<file path="config.mk">
export PLATFORM = sky130hd
export DESIGN_NAME = game_board_ctrl
export DESIGN_NICKNAME = d
export VERILOG_FILES = /design/src/rtl/game_pkg.sv /design/src/rtl/game_board_bank.sv /design/src/rtl/game_board_ctrl.sv
export SDC_FILE = /design/constraint.sdc
export NUM_CORES = 1
export LEC_CHECK = 0
export BUFFER_PORTS_ARGS = -buffer_cell sky130_fd_sc_hd__buf_2
export CORE_MARGIN = 2
export CORE_UTILIZATION = 45
export CTS_CLUSTER_SIZE = 20
export DETAILED_ROUTE_END_ITERATION = 10
export PLACE_DENSITY_LB_ADDON = 0.3
export SYNTH_ARGS = -nofsm -noshare
export SYNTH_HDL_FRONTEND = slang
export SYNTH_SLANG_ARGS = --single-unit
</file>
<file path="constraint.sdc">
create_clock -name clk -period 3.1 [get_ports clk]
set_input_delay 0.465 -clock clk [delete_from_list [all_inputs] [get_ports clk]]
set_output_delay 0.465 -clock clk [all_outputs]
set_load 0.005 [all_outputs]
</file>
<file path="src/rtl/game_pkg.sv">
// Shared types for the two-player ship board: cell, phase and response codes.
// Latency: n/a (types only).
// Backpressure: n/a.
package game_pkg;

    typedef enum logic [1:0] {
        CELL_EMPTY = 2'b00,
        CELL_SHIP  = 2'b01,
        CELL_HIT   = 2'b10,
        CELL_MISS  = 2'b11
    } cell_t;

    typedef enum logic [2:0] {
        PH_IDLE        = 3'd0,
        PH_PLACE_HOST  = 3'd1,
        PH_PLACE_GUEST = 3'd2,
        PH_PLAY        = 3'd3,
        PH_GAME_OVER   = 3'd4
    } phase_t;

    typedef enum logic [1:0] {
        RSP_REJECT = 2'b00,
        RSP_PLACED = 2'b01,
        RSP_HIT    = 2'b10,
        RSP_MISS   = 2'b11
    } rsp_t;

endpackage

</file>
<file path="src/rtl/game_board_bank.sv">
// One player's BOARD_N x BOARD_N cell array: combinational lookup, one write port, display read port.
// Latency: lookup 0 cycles, display read 1 cycle (pre-write value on a same-edge write).
// Backpressure: none; writes and reads are accepted every cycle.
module game_board_bank
    import game_pkg::*;
#(
    parameter int BOARD_N = 10,
    parameter int COORD_W = $clog2(BOARD_N)
) (
    input  logic               clk,
    input  logic               rst_n,
    input  logic               clr,
    input  logic [COORD_W-1:0] lk_x,
    input  logic [COORD_W-1:0] lk_y,
    output cell_t              lk_code,
    input  logic               wr_en,
    input  logic [COORD_W-1:0] wr_x,
    input  logic [COORD_W-1:0] wr_y,
    input  cell_t              wr_code,
    input  logic [COORD_W-1:0] rd_x,
    input  logic [COORD_W-1:0] rd_y,
    output cell_t              rd_code
);

    localparam int CELLS = BOARD_N * BOARD_N;
    localparam int IDX_W = $clog2(CELLS);

    function automatic logic in_range(input logic [COORD_W-1:0] x, input logic [COORD_W-1:0] y);
        return ({1'b0, x} < (COORD_W+1)'(BOARD_N)) && ({1'b0, y} < (COORD_W+1)'(BOARD_N));
    endfunction

    // Row-major flattening; only meaningful when in_range() holds.
    function automatic logic [IDX_W-1:0] cell_idx(input logic [COORD_W-1:0] x, input logic [COORD_W-1:0] y);
        int idx;
        idx = int'(y) * BOARD_N + int'(x);
        return idx[IDX_W-1:0];
    endfunction

    cell_t cells [CELLS];

    // Command-address lookup; out-of-range addresses read as EMPTY.
    always_comb begin
        lk_code = CELL_EMPTY;
        if (in_range(lk_x, lk_y)) lk_code = cells[cell_idx(lk_x, lk_y)];
    end

    // Cell array: clear on new game, otherwise single write port.
    always_ff @(posedge clk or negedge rst_n) begin
        if (!rst_n) begin
            for (int i = 0; i < CELLS; i++) cells[i] <= CELL_EMPTY;
        end else if (clr) begin
            for (int i = 0; i < CELLS; i++) cells[i] <= CELL_EMPTY;
        end else if (wr_en && in_range(wr_x, wr_y)) begin
            cells[cell_idx(wr_x, wr_y)] <= wr_code;
        end
    end

    // Registered display read with out-of-range masking.
    always_ff @(posedge clk or negedge rst_n) begin
        if (!rst_n)                rd_code <= CELL_EMPTY;
        else if (in_range(rd_x, rd_y)) rd_code <= cells[cell_idx(rd_x, rd_y)];
        else                       rd_code <= CELL_EMPTY;
    end

endmodule

</file>
<file path="src/rtl/game_board_ctrl.sv">
// Two-player ship board: phase sequencing, command checking, counters, per-player display read ports.
// Latency: response 1 cycle after cmd_valid; display read 1 cycle. Optional macro BONUS_SHOT_ON_HIT_EN.
// Backpressure: none; every command is accepted and answered (start in the same cycle drops it).
module game_board_ctrl
    import game_pkg::*;
#(
    parameter  int BOARD_N    = 10,
    parameter  int SHIP_CELLS = 4,
    localparam int COORD_W    = $clog2(BOARD_N),
    localparam int CNT_W      = $clog2(SHIP_CELLS + 1)
) (
    input  logic               clk,
    input  logic               rst_n,
    input  logic               start,
    input  logic               cmd_valid,
    input  logic               cmd_player,
    input  logic [COORD_W-1:0] cmd_x,
    input  logic [COORD_W-1:0] cmd_y,
    output logic               rsp_valid,
    output logic [1:0]         rsp_code,
    output logic [2:0]         phase,
    output logic               turn,
    output logic               winner,
    output logic [CNT_W-1:0]   left_host,
    output logic [CNT_W-1:0]   left_guest,
    input  logic [COORD_W-1:0] rd_x_host,
    input  logic [COORD_W-1:0] rd_y_host,
    input  logic [COORD_W-1:0] rd_x_guest,
    input  logic [COORD_W-1:0] rd_y_guest,
    output logic [1:0]         rd_code_host,
    output logic [1:0]         rd_code_guest
);

    localparam logic [CNT_W-1:0] CNT_ONE  = CNT_W'(1);
    localparam logic [CNT_W-1:0] CNT_FULL = CNT_W'(SHIP_CELLS);

    phase_t           phase_q, phase_d;
    logic             turn_q, turn_d;
    logic             winner_q, winner_d;
    logic [CNT_W-1:0] left_host_q, left_host_d;
    logic [CNT_W-1:0] left_guest_q, left_guest_d;
    logic             rsp_valid_q, rsp_valid_d;
    rsp_t             rsp_code_q, rsp_code_d;

    cell_t host_lk, guest_lk, host_rd, guest_rd, wr_code;
    logic  wr_host, wr_guest, clr;
    logic  cmd_in_range;
    cell_t shot_cell;
    logic [CNT_W-1:0] opp_left;

    assign cmd_in_range = ({1'b0, cmd_x} < (COORD_W+1)'(BOARD_N)) &&
                          ({1'b0, cmd_y} < (COORD_W+1)'(BOARD_N));
    // A shot always lands on the board of the player who is not on turn.
    assign shot_cell = turn_q ? host_lk : guest_lk;
    assign opp_left  = turn_q ? left_host_q : left_guest_q;

    game_board_bank #(.BOARD_N(BOARD_N), .COORD_W(COORD_W)) u_host_bank (
        .clk(clk), .rst_n(rst_n), .clr(clr),
        .lk_x(cmd_x), .lk_y(cmd_y), .lk_code(host_lk),
        .wr_en(wr_host), .wr_x(cmd_x), .wr_y(cmd_y), .wr_code(wr_code),
        .rd_x(rd_x_host), .rd_y(rd_y_host), .rd_code(host_rd)
    );

    game_board_bank #(.BOARD_N(BOARD_N), .COORD_W(COORD_W)) u_guest_bank (
        .clk(clk), .rst_n(rst_n), .clr(clr),
        .lk_x(cmd_x), .lk_y(cmd_y), .lk_code(guest_lk),
        .wr_en(wr_guest), .wr_x(cmd_x), .wr_y(cmd_y), .wr_code(wr_code),
        .rd_x(rd_x_guest), .rd_y(rd_y_guest), .rd_code(guest_rd)
    );

    // Next-state, command checking and board writes.
    always_comb begin
        phase_d      = phase_q;
        turn_d       = turn_q;
        winner_d     = winner_q;
        left_host_d  = left_host_q;
        left_guest_d = left_guest_q;
        rsp_valid_d  = 1'b0;
        rsp_code_d   = RSP_REJECT;
        wr_host      = 1'b0;
        wr_guest     = 1'b0;
        wr_code      = CELL_SHIP;
        clr          = 1'b0;

        if (start) begin
            phase_d      = PH_PLACE_HOST;
            turn_d       = 1'b0;
            winner_d     = 1'b0;
            left_host_d  = '0;
            left_guest_d = '0;
            clr          = 1'b1;
        end else if (cmd_valid) begin
            rsp_valid_d = 1'b1;
            if (cmd_in_range) begin
                case (phase_q)
                    PH_PLACE_HOST: begin
                        if (!cmd_player && host_lk == CELL_EMPTY && left_host_q < CNT_FULL) begin
                            wr_host     = 1'b1;
                            left_host_d = left_host_q + CNT_ONE;
                            rsp_code_d  = RSP_PLACED;
                            if (left_host_q == CNT_FULL - CNT_ONE) phase_d = PH_PLACE_GUEST;
                        end
                    end
                    PH_PLACE_GUEST: begin
                        if (cmd_player && guest_lk == CELL_EMPTY && left_guest_q < CNT_FULL) begin
                            wr_guest     = 1'b1;
                            left_guest_d = left_guest_q + CNT_ONE;
                            rsp_code_d   = RSP_PLACED;
                            if (left_guest_q == CNT_FULL - CNT_ONE) begin
                                phase_d = PH_PLAY;
                                turn_d  = 1'b0;
                            end
                        end
                    end
                    PH_PLAY: begin
                        if (cmd_player == turn_q) begin
                            if (shot_cell == CELL_SHIP && opp_left != '0) begin
                                wr_host    = turn_q;
                                wr_guest   = !turn_q;
                                wr_code    = CELL_HIT;
                                rsp_code_d = RSP_HIT;
                                if (turn_q) left_host_d  = left_host_q - CNT_ONE;
                                else        left_guest_d = left_guest_q - CNT_ONE;
                                if (opp_left == CNT_ONE) begin
                                    phase_d  = PH_GAME_OVER;
                                    winner_d = turn_q;
                                end else begin
`ifdef BONUS_SHOT_ON_HIT_EN
                                    turn_d = turn_q;
`else
                                    turn_d = !turn_q;
`endif
                                end
                            end else if (shot_cell == CELL_EMPTY) begin
                                wr_host    = turn_q;
                                wr_guest   = !turn_q;
                                wr_code    = CELL_MISS;
                                rsp_code_d = RSP_MISS;
                                turn_d     = !turn_q;
                            end
                        end
                    end
                    default: ;
                endcase
            end
        end
    end

    // Phase, turn, winner, counters and response registers.
    always_ff @(posedge clk or negedge rst_n) begin
        if (!rst_n) begin
            phase_q      <= PH_IDLE;
            turn_q       <= 1'b0;
            winner_q     <= 1'b0;
            left_host_q  <= '0;
            left_guest_q <= '0;
            rsp_valid_q  <= 1'b0;
            rsp_code_q   <= RSP_REJECT;
        end else begin
            phase_q      <= phase_d;
            turn_q       <= turn_d;
            winner_q     <= winner_d;
            left_host_q  <= left_host_d;
            left_guest_q <= left_guest_d;
            rsp_valid_q  <= rsp_valid_d;
            rsp_code_q   <= rsp_code_d;
        end
    end

    assign rsp_valid     = rsp_valid_q;
    assign rsp_code      = rsp_code_q;
    assign phase         = phase_q;
    assign turn          = turn_q;
    assign winner        = winner_q;
    assign left_host     = left_host_q;
    assign left_guest    = left_guest_q;
    assign rd_code_host  = host_rd;
    assign rd_code_guest = guest_rd;

endmodule

</file>
Word level (Yosys, flattened, before mapping)
Index checks and enable logic that the tools add are counted.
Widths: inputs -> output; s select.
{ "totals": {"output_inout_bits": 18, "register_bits": 418, "input_bits": 29} }
{ "classes": {"muxes": 105, "eq_ne": 19, "bitwise": 3, "order_cmp": 12, "add_sub_neg": 7, "reduce_logical": 33, "n_mul": 3} }
{ "ops": {"columns": ["cell", "n"], "rows": [
  ["$mux 200", 4],
  ["$bwmux 200", 2],
  ["$mux 3", 25],
  ["$bmux 2 s7", 4],
  ["$mux 2", 27],
  ["$mux 1", 35],
  ["$ne 3x3->1 const B", 9],
  ["$ge 8x8->1 const B", 3],
  ["$lt 4x4->1 const B", 6],
  ["$not 7->8", 3],
  ["$add 7x5->7", 3],
  ["$mul 4x3->6 const B", 3],
  ["$reduce_bool 2->1", 8],
  ["$demux 2 s7", 1],
  ["$reduce_and 7->1", 2],
  ["$eq 3x2->1 const B", 4],
  ["$pmux 3 s2", 2],
  ["$logic_and 1x1->1", 11],
  ["$reduce_and 10->1", 1],
  ["$pmux 3 s3", 1],
  ["$reduce_bool 3->1", 3],
  ["$lt 8x1->1 const B", 1],
  ["$ne 4x4->1 const B", 2],
  ["$reduce_and 8->1", 1],
  ["other kinds (12)", 21]
]} }

Depth between registers and ports, before layout
{ "logic_depth": {"word_depth": 19, "ltp_mapped": 17, "ltp_nobuf": 13} }

Hierarchy
Synthesis repeated with hierarchy kept, for this count alone.
{ "unflattened": {"hier_cells": 2502, "area_unflattened_um2": 27144.8} }
{ "modules_own_cells": {"columns": ["module", "area_per_inst_um2", "cells_each", "n_inst"], "rows": [
  ["game_board_bank (u_guest_bank)", 13096.3, 1185, 1],
  ["game_board_bank (u_host_bank)", 12939.9, 1196, 1],
  ["game_board_ctrl", 1108.6, 121, 1]
]} }

Worst setup path before layout
Ideal clock, no wire load.
{ "synth_timing": {"path_type": "in2reg", "startpoint": "input cmd_y[1]", "endpoint": "register u_host_bank.cells[11] (netlist bit)", "path_buffers": 4, "setup_slack_ns": -1.120, "required_ns": 2.968, "arrival_time_ns": 4.088, "stages": 16, "cell_sequence": "ha_1 > ha_1 > inv_1 > fa_1 > a211oi_2 > xnor2_1 > clkbuf_1 > mux2_2 > o2111a_1 > o21a_1 > o211a_1 > buf_2 > buf_2 > clkbuf_1 > or2_1 > o2bb2ai_1"} }
{ "synth_between": {"elab_chain_len": 19, "elab_cells_between_ends": 45} }
{ "synth_rtl": {"columns": ["element", "line_no", "text"], "rows": [
  ["start: declaration", "game_board_ctrl.sv:18", "input logic [COORD_W-1:0] cmd_y,"],
  ["$mul 4x3->6", "game_board_bank.sv:35", "idx = int'(y) * BOARD_N + int'(x);"],
  ["$add 7x5->7", "game_board_bank.sv:35", null],
  ["$not 7->8 (implied by the code)", "game_board_bank.sv:44, game_board_bank.sv:54", null],
  ["$bmux 2 s7", "game_board_bank.sv:44", "if (in_range(lk_x, lk_y)) lk_code = cells[cell_idx(lk_x, lk_y)];"],
  ["$mux 2 (implied by the code) (2 in a row)", "game_board_bank.sv:44", null],
  ["$mux 2", "game_board_bank.sv:44", null],
  ["$mux 2", "game_board_ctrl.sv:54", "assign shot_cell = turn_q ? host_lk : guest_lk;"],
  ["$logic_not 2->1 / $eq 2x1->1 (equally long branches)", "game_board_ctrl.sv:134, game_board_ctrl.sv:117", null],
  ["[2 not listed]", null, null],
  ["$mux 2", "game_board_ctrl.sv:116", "if (cmd_player == turn_q) begin"],
  ["$mux 2", "game_board_ctrl.sv:95", "case (phase_q)"],
  ["$mux 2", "game_board_ctrl.sv:94", "if (cmd_in_range) begin"],
  ["$mux 2", "game_board_ctrl.sv:92", "end else if (cmd_valid) begin"],
  ["$mux 2", "game_board_ctrl.sv:85", "if (start) begin"],
  ["$bwmux 200", "game_board_bank.sv:54", "cells[cell_idx(wr_x, wr_y)] <= wr_code;"],
  ["$mux 200", "game_board_bank.sv:53", "end else if (wr_en && in_range(wr_x, wr_y)) begin"],
  ["$mux 200", "game_board_bank.sv:51", "end else if (clr) begin"],
  ["end signal: indexed assignment", "game_board_bank.sv:54", null],
  ["end: declaration", "game_board_bank.sv:39", "cell_t cells [CELLS];"]
]} }
Parallel ways exist; a longest one is shown, timed or not. The select of a mux whose other input is x is not followed.
A chain may end at the register's enable or synchronous reset.

Worst setup path in the final report
{ "layout_timing": {"startpoint": "input cmd_x[1]", "endpoint": "register u_host_bank.cells[46] (netlist bit)"} }
{ "layout_between": {"elab_chain_len": 18, "elab_cells_between_ends": 43} }
{ "layout_rtl": {"columns": ["element", "line_no", "text"], "rows": [
  ["start: declaration", "game_board_ctrl.sv:17", "input logic [COORD_W-1:0] cmd_x,"],
  ["$add 7x5->7", "game_board_bank.sv:35", null],
  ["$not 7->8 (implied by the code)", "game_board_bank.sv:44, game_board_bank.sv:54", null],
  ["$bmux 2 s7", "game_board_bank.sv:44", null],
  ["$mux 2 (implied by the code) (2 in a row)", "game_board_bank.sv:44", null],
  ["$mux 2", "game_board_bank.sv:44", null],
  ["$mux 2", "game_board_ctrl.sv:54", null],
  ["$eq 2x1->1", "game_board_ctrl.sv:117", "if (shot_cell == CELL_SHIP && opp_left != '0) begin"],
  ["$logic_and 1x1->1", "game_board_ctrl.sv:117", null],
  ["$mux 2", "game_board_ctrl.sv:117", null],
  ["$mux 2", "game_board_ctrl.sv:116", null],
  ["$mux 2", "game_board_ctrl.sv:95", null],
  ["$mux 2", "game_board_ctrl.sv:94", null],
  ["$mux 2", "game_board_ctrl.sv:92", null],
  ["$mux 2", "game_board_ctrl.sv:85", null],
  ["$bwmux 200", "game_board_bank.sv:54", null],
  ["$mux 200", "game_board_bank.sv:53", null],
  ["$mux 200", "game_board_bank.sv:51", null]
]} }
Parallel ways exist; a longest one is shown, timed or not. The select of a mux whose other input is x is not followed.

==> metrics <==
IO Count 47; highest clock rate 238.5 MHz; min-delay worst type input pin to register; Wirelength per Cell 29.96 um; reg2reg start u_guest_bank.cells[194]; R2R Setup Slk -450 ps; cells after synthesis 2306; ys async rst share 1.000; min cycle time layout 4192 ps; first-pass GRT wire length 143900 um; clock latency on the worst-skew pair 620 ps; post-synthesis mux area share 0.2294; Simple-Gate Fraction of Synth Area 0.08794; outcome finished, violations left; hold_sp cmd_valid; R2R cell count 13; number of library cell types mapped by synthesis 63; DPL Wire Length 65330 um; # nets final 2868; Compound-Gate Fraction of Synth Area 0.2026; CTS tree yes; clk buf depth 3; hold path cells 2; failing checks setup timing; # DRC 0; Worst EP required 3630 ps; Final setup viols 413; final WL 106600 um; Vias 24876; Layout Skew 27.97 ps; unrepaired setup endpoints after global routing yes; Die Y 239.0 um; Area growth syn-to-layout 39.95%; Rel. slew slack 0.4916; Starting DRT DRC Count 3393; GPL Wtd Cong 0.9837; pin count of the biggest net entering global routing 98; Synth Net Count 2362; site row count 86; CTS root buffer clkbuf_16; Synth area leader dfrtp_1; fin crit share 1.352; Final Hold Viols 0; layout cells sized above 1 0.4437; CTS Sinks 418; min setup slack post-route -1092 ps; post-route ant nets 0; met2 wire length 45890 um; met3 wire length 15770 um; Max-cap violations 0; capturing element type of the critical path register; Reg clk slew, reported paths 60 ps; Port Buffers 46; gr usage total 0.3342; vias in the first global route 23379; critical path peak fanout 36; chip width 239.0 um; fillers 3974; Top Metal Used met5; fin. max-slew vios 0; CP startpoint cmd_x[1]; worst vdd ir 0.0004181 V; sequential share of the synthesized area 0.4208; Syn. warnings 0; EDFF count, synth 0; H-tree depth 2; largest family of logic cells by synthesized area multiplexers; wl on met1 37470 um; initial core utilization 0.4529; core area 0.05488 mm2; adder-cell area share of the yosys netlist 0.01601; #FFs+latches synth 418; initial antenna violation count 6; top_reg_cell synth dfrtp_1; 1st-pass router iterations 6; fin util 0.6339; Fin Setup TNS -404820 ps; total CTS buffers 49; Setup CP Type input pin to register; xor and xnor area share after synthesis 0.006695; die footprint 0.05713 mm2; synth top area cells dfrtp_1 (42%), mux4_2 (21%), o21ai_0 (11%); Overflow after GRT 0; leakage 14.78 nW; Power Dens Cells 476.8 mW/mm2; Mapped Area 0.02486 mm2; worst slew pin tran 762.6 ps; syn avg cell area 10.78 um2; vias per cell 6.990; WP data arrival 4720 ps; Startpoint Class input pin; post-synth top area share 0.4208
[power breakdown]
| part | switching [W] | internal (W) |
|---|---|---|
| registers | 0.000170 | 0.00566 |
| logic | 0.00250 | 0.00208 |
| clock network | 0.00254 | 0.00363 |
| total | 0.00521 | 0.0114 |
[state kept, by name, indices dropped and copies added, names as in the netlist]
name and flops:
u_guest_bank.cells 200, u_host_bank.cells 200, left_guest 3, left_host 3, phase 3, rsp_code 2
u_guest_bank.rd_code 2, u_host_bank.rd_code 2, rsp_valid 1, turn 1, winner 1
[cells in the final DEF (no fill, tap or decap), drive strengths merged, types with 3 or more instances in the layout]
cell / count
nor2b: 10
clkinvlp: 5
or3: 9
nand2: 216
a22o: 33
ha: 19
mux2: 14
nand4: 7
o21ai: 561
nand3: 51
xnor2: 12
o31a: 19
o211a: 3
o211ai: 10
fa: 8
xor2: 7
or2: 25
buf: 617
nor4: 7
or4: 19
inv: 19
and2: 9
mux2i: 41
nor3: 15
o21a: 7
nor3b: 3
clkinv: 12
nand2b: 5
a21o: 10
o31ai: 11
a21oi: 100
a31oi: 3
o221a: 4
mux4: 228
a22oi: 12
bufinv: 4
nor2: 96
clkbuf: 100
dfrtp: 418
o2bb2ai: 77
[final timing paths]
check | to
max in group asynchronous | u_guest_bank.cells[188]
min in group asynchronous | u_guest_bank.cells[103]
min reg2reg | u_guest_bank.cells[47]
max reg2reg | u_host_bank.cells[46]
max | u_host_bank.cells[46]
min | rsp_valid
[layer usage]
metal / GRT usage / up-vias
li1: - / 9903
met1: 0.4547 / 12263
met2: 0.5033 / 2158
met3: 0.07956 / 544
met4: 0.1670 / 8
met5: 0 / -
[cell usage after synthesis, types with 4 or more instances]
cell       instances
o21ai_0          536
dfrtp_1          418
mux4_2           228
nand2_1          213
clkbuf_1         145
a21oi_1          100
nor2_1            96
o2bb2ai_1         77
nand3_1           51
mux2i_1           41
a22o_1            33
buf_2             25
o21ai_1           25
ha_1              19
o31a_1            19
or2_2             19
or4_1             19
inv_1             18
buf_1             16
mux2_2            14
nor3_1            14
a22oi_1           12
xnor2_1           12
o31ai_1           11
a21o_1            10
nor2b_1           10
o211ai_1          10
and2_1             9
or3_1              9
buf_4              8
fa_1               8
nand4_1            7
nor4_1             7
xor2_1             7
or2_1              6
nand2b_1           5
buf_6              4
o21a_1             4
o221a_2            4
[stage by stage]
stage | cells | hold WS [ps] | power [W] | worst slack, ps | cell area (um2)
floorplan | 2306 | 169.4 | 0.007857 | -751.0 | 25310
global placement | 3362 | 482.9 | 0.009663 | -1798 | 29870
detailed placement | 3362 | 495.6 | 0.009744 | -1866 | 29870
CTS | 3482 | 164.2 | 0.01603 | -950.3 | 32220
global route | 3557 | 163.0 | 0.01698 | -1121 | 34780
finish | 3559 | 162.5 | 0.01659 | -1092 | 34780
[kinds of logic after synthesis]
family | count (synthesis)
AOI/OAI and AO/OA | 864
xor gates and xnor gates | 19
adders and majority gates | 27
buffers and inverters | 217
DFF | 418
muxes | 283
and+or+nand+nor | 478
[final cells by class]
class | instances | area (um2) | area share
multi-input combinational | 1677 | 15040 | 0.4323
sequential | 418 | 10460 | 0.3007
timing repair buffer | 647 | 6635 | 0.1907
clock buffer | 71 | 1471 | 0.04230
tap | 704 | 880.8 | 0.02532
clock inverter | 21 | 225.2 | 0.006475
inverter | 19 | 71.32 | 0.002050
antenna | 2 | 5.005 | 0.0001439
[critical path, stage by stage]
cell and delay (ps):
buf_8 100, ha_4 150, fa_4 850, buf_12 170, buf_12 130, clkbuf_16 150
mux4_2 320, mux2i_2 320, a22oi_2 120, a211o_1 330, o2111a_2 210, buf_6 130
o21bai_1 160, buf_4 170, nor3_4 60, or3_4 450, buf_12 200, o21ai_1 180
[repair_timing]
| item | in CTS | in global routing |
|---|---|---|
| endpoints found under the setup margin | 413 | 413 |
| pin swaps | 13 | 73 |
| hold buffers | 1 | 0 |
| cloned | 9 | 46 |
| buffers inserted | 18 | 33 |
| hold endpoints to repair | 73 | 0 |
| gates resized for setup | 92 | 459 |
Power figures use the tool's default switching activity.
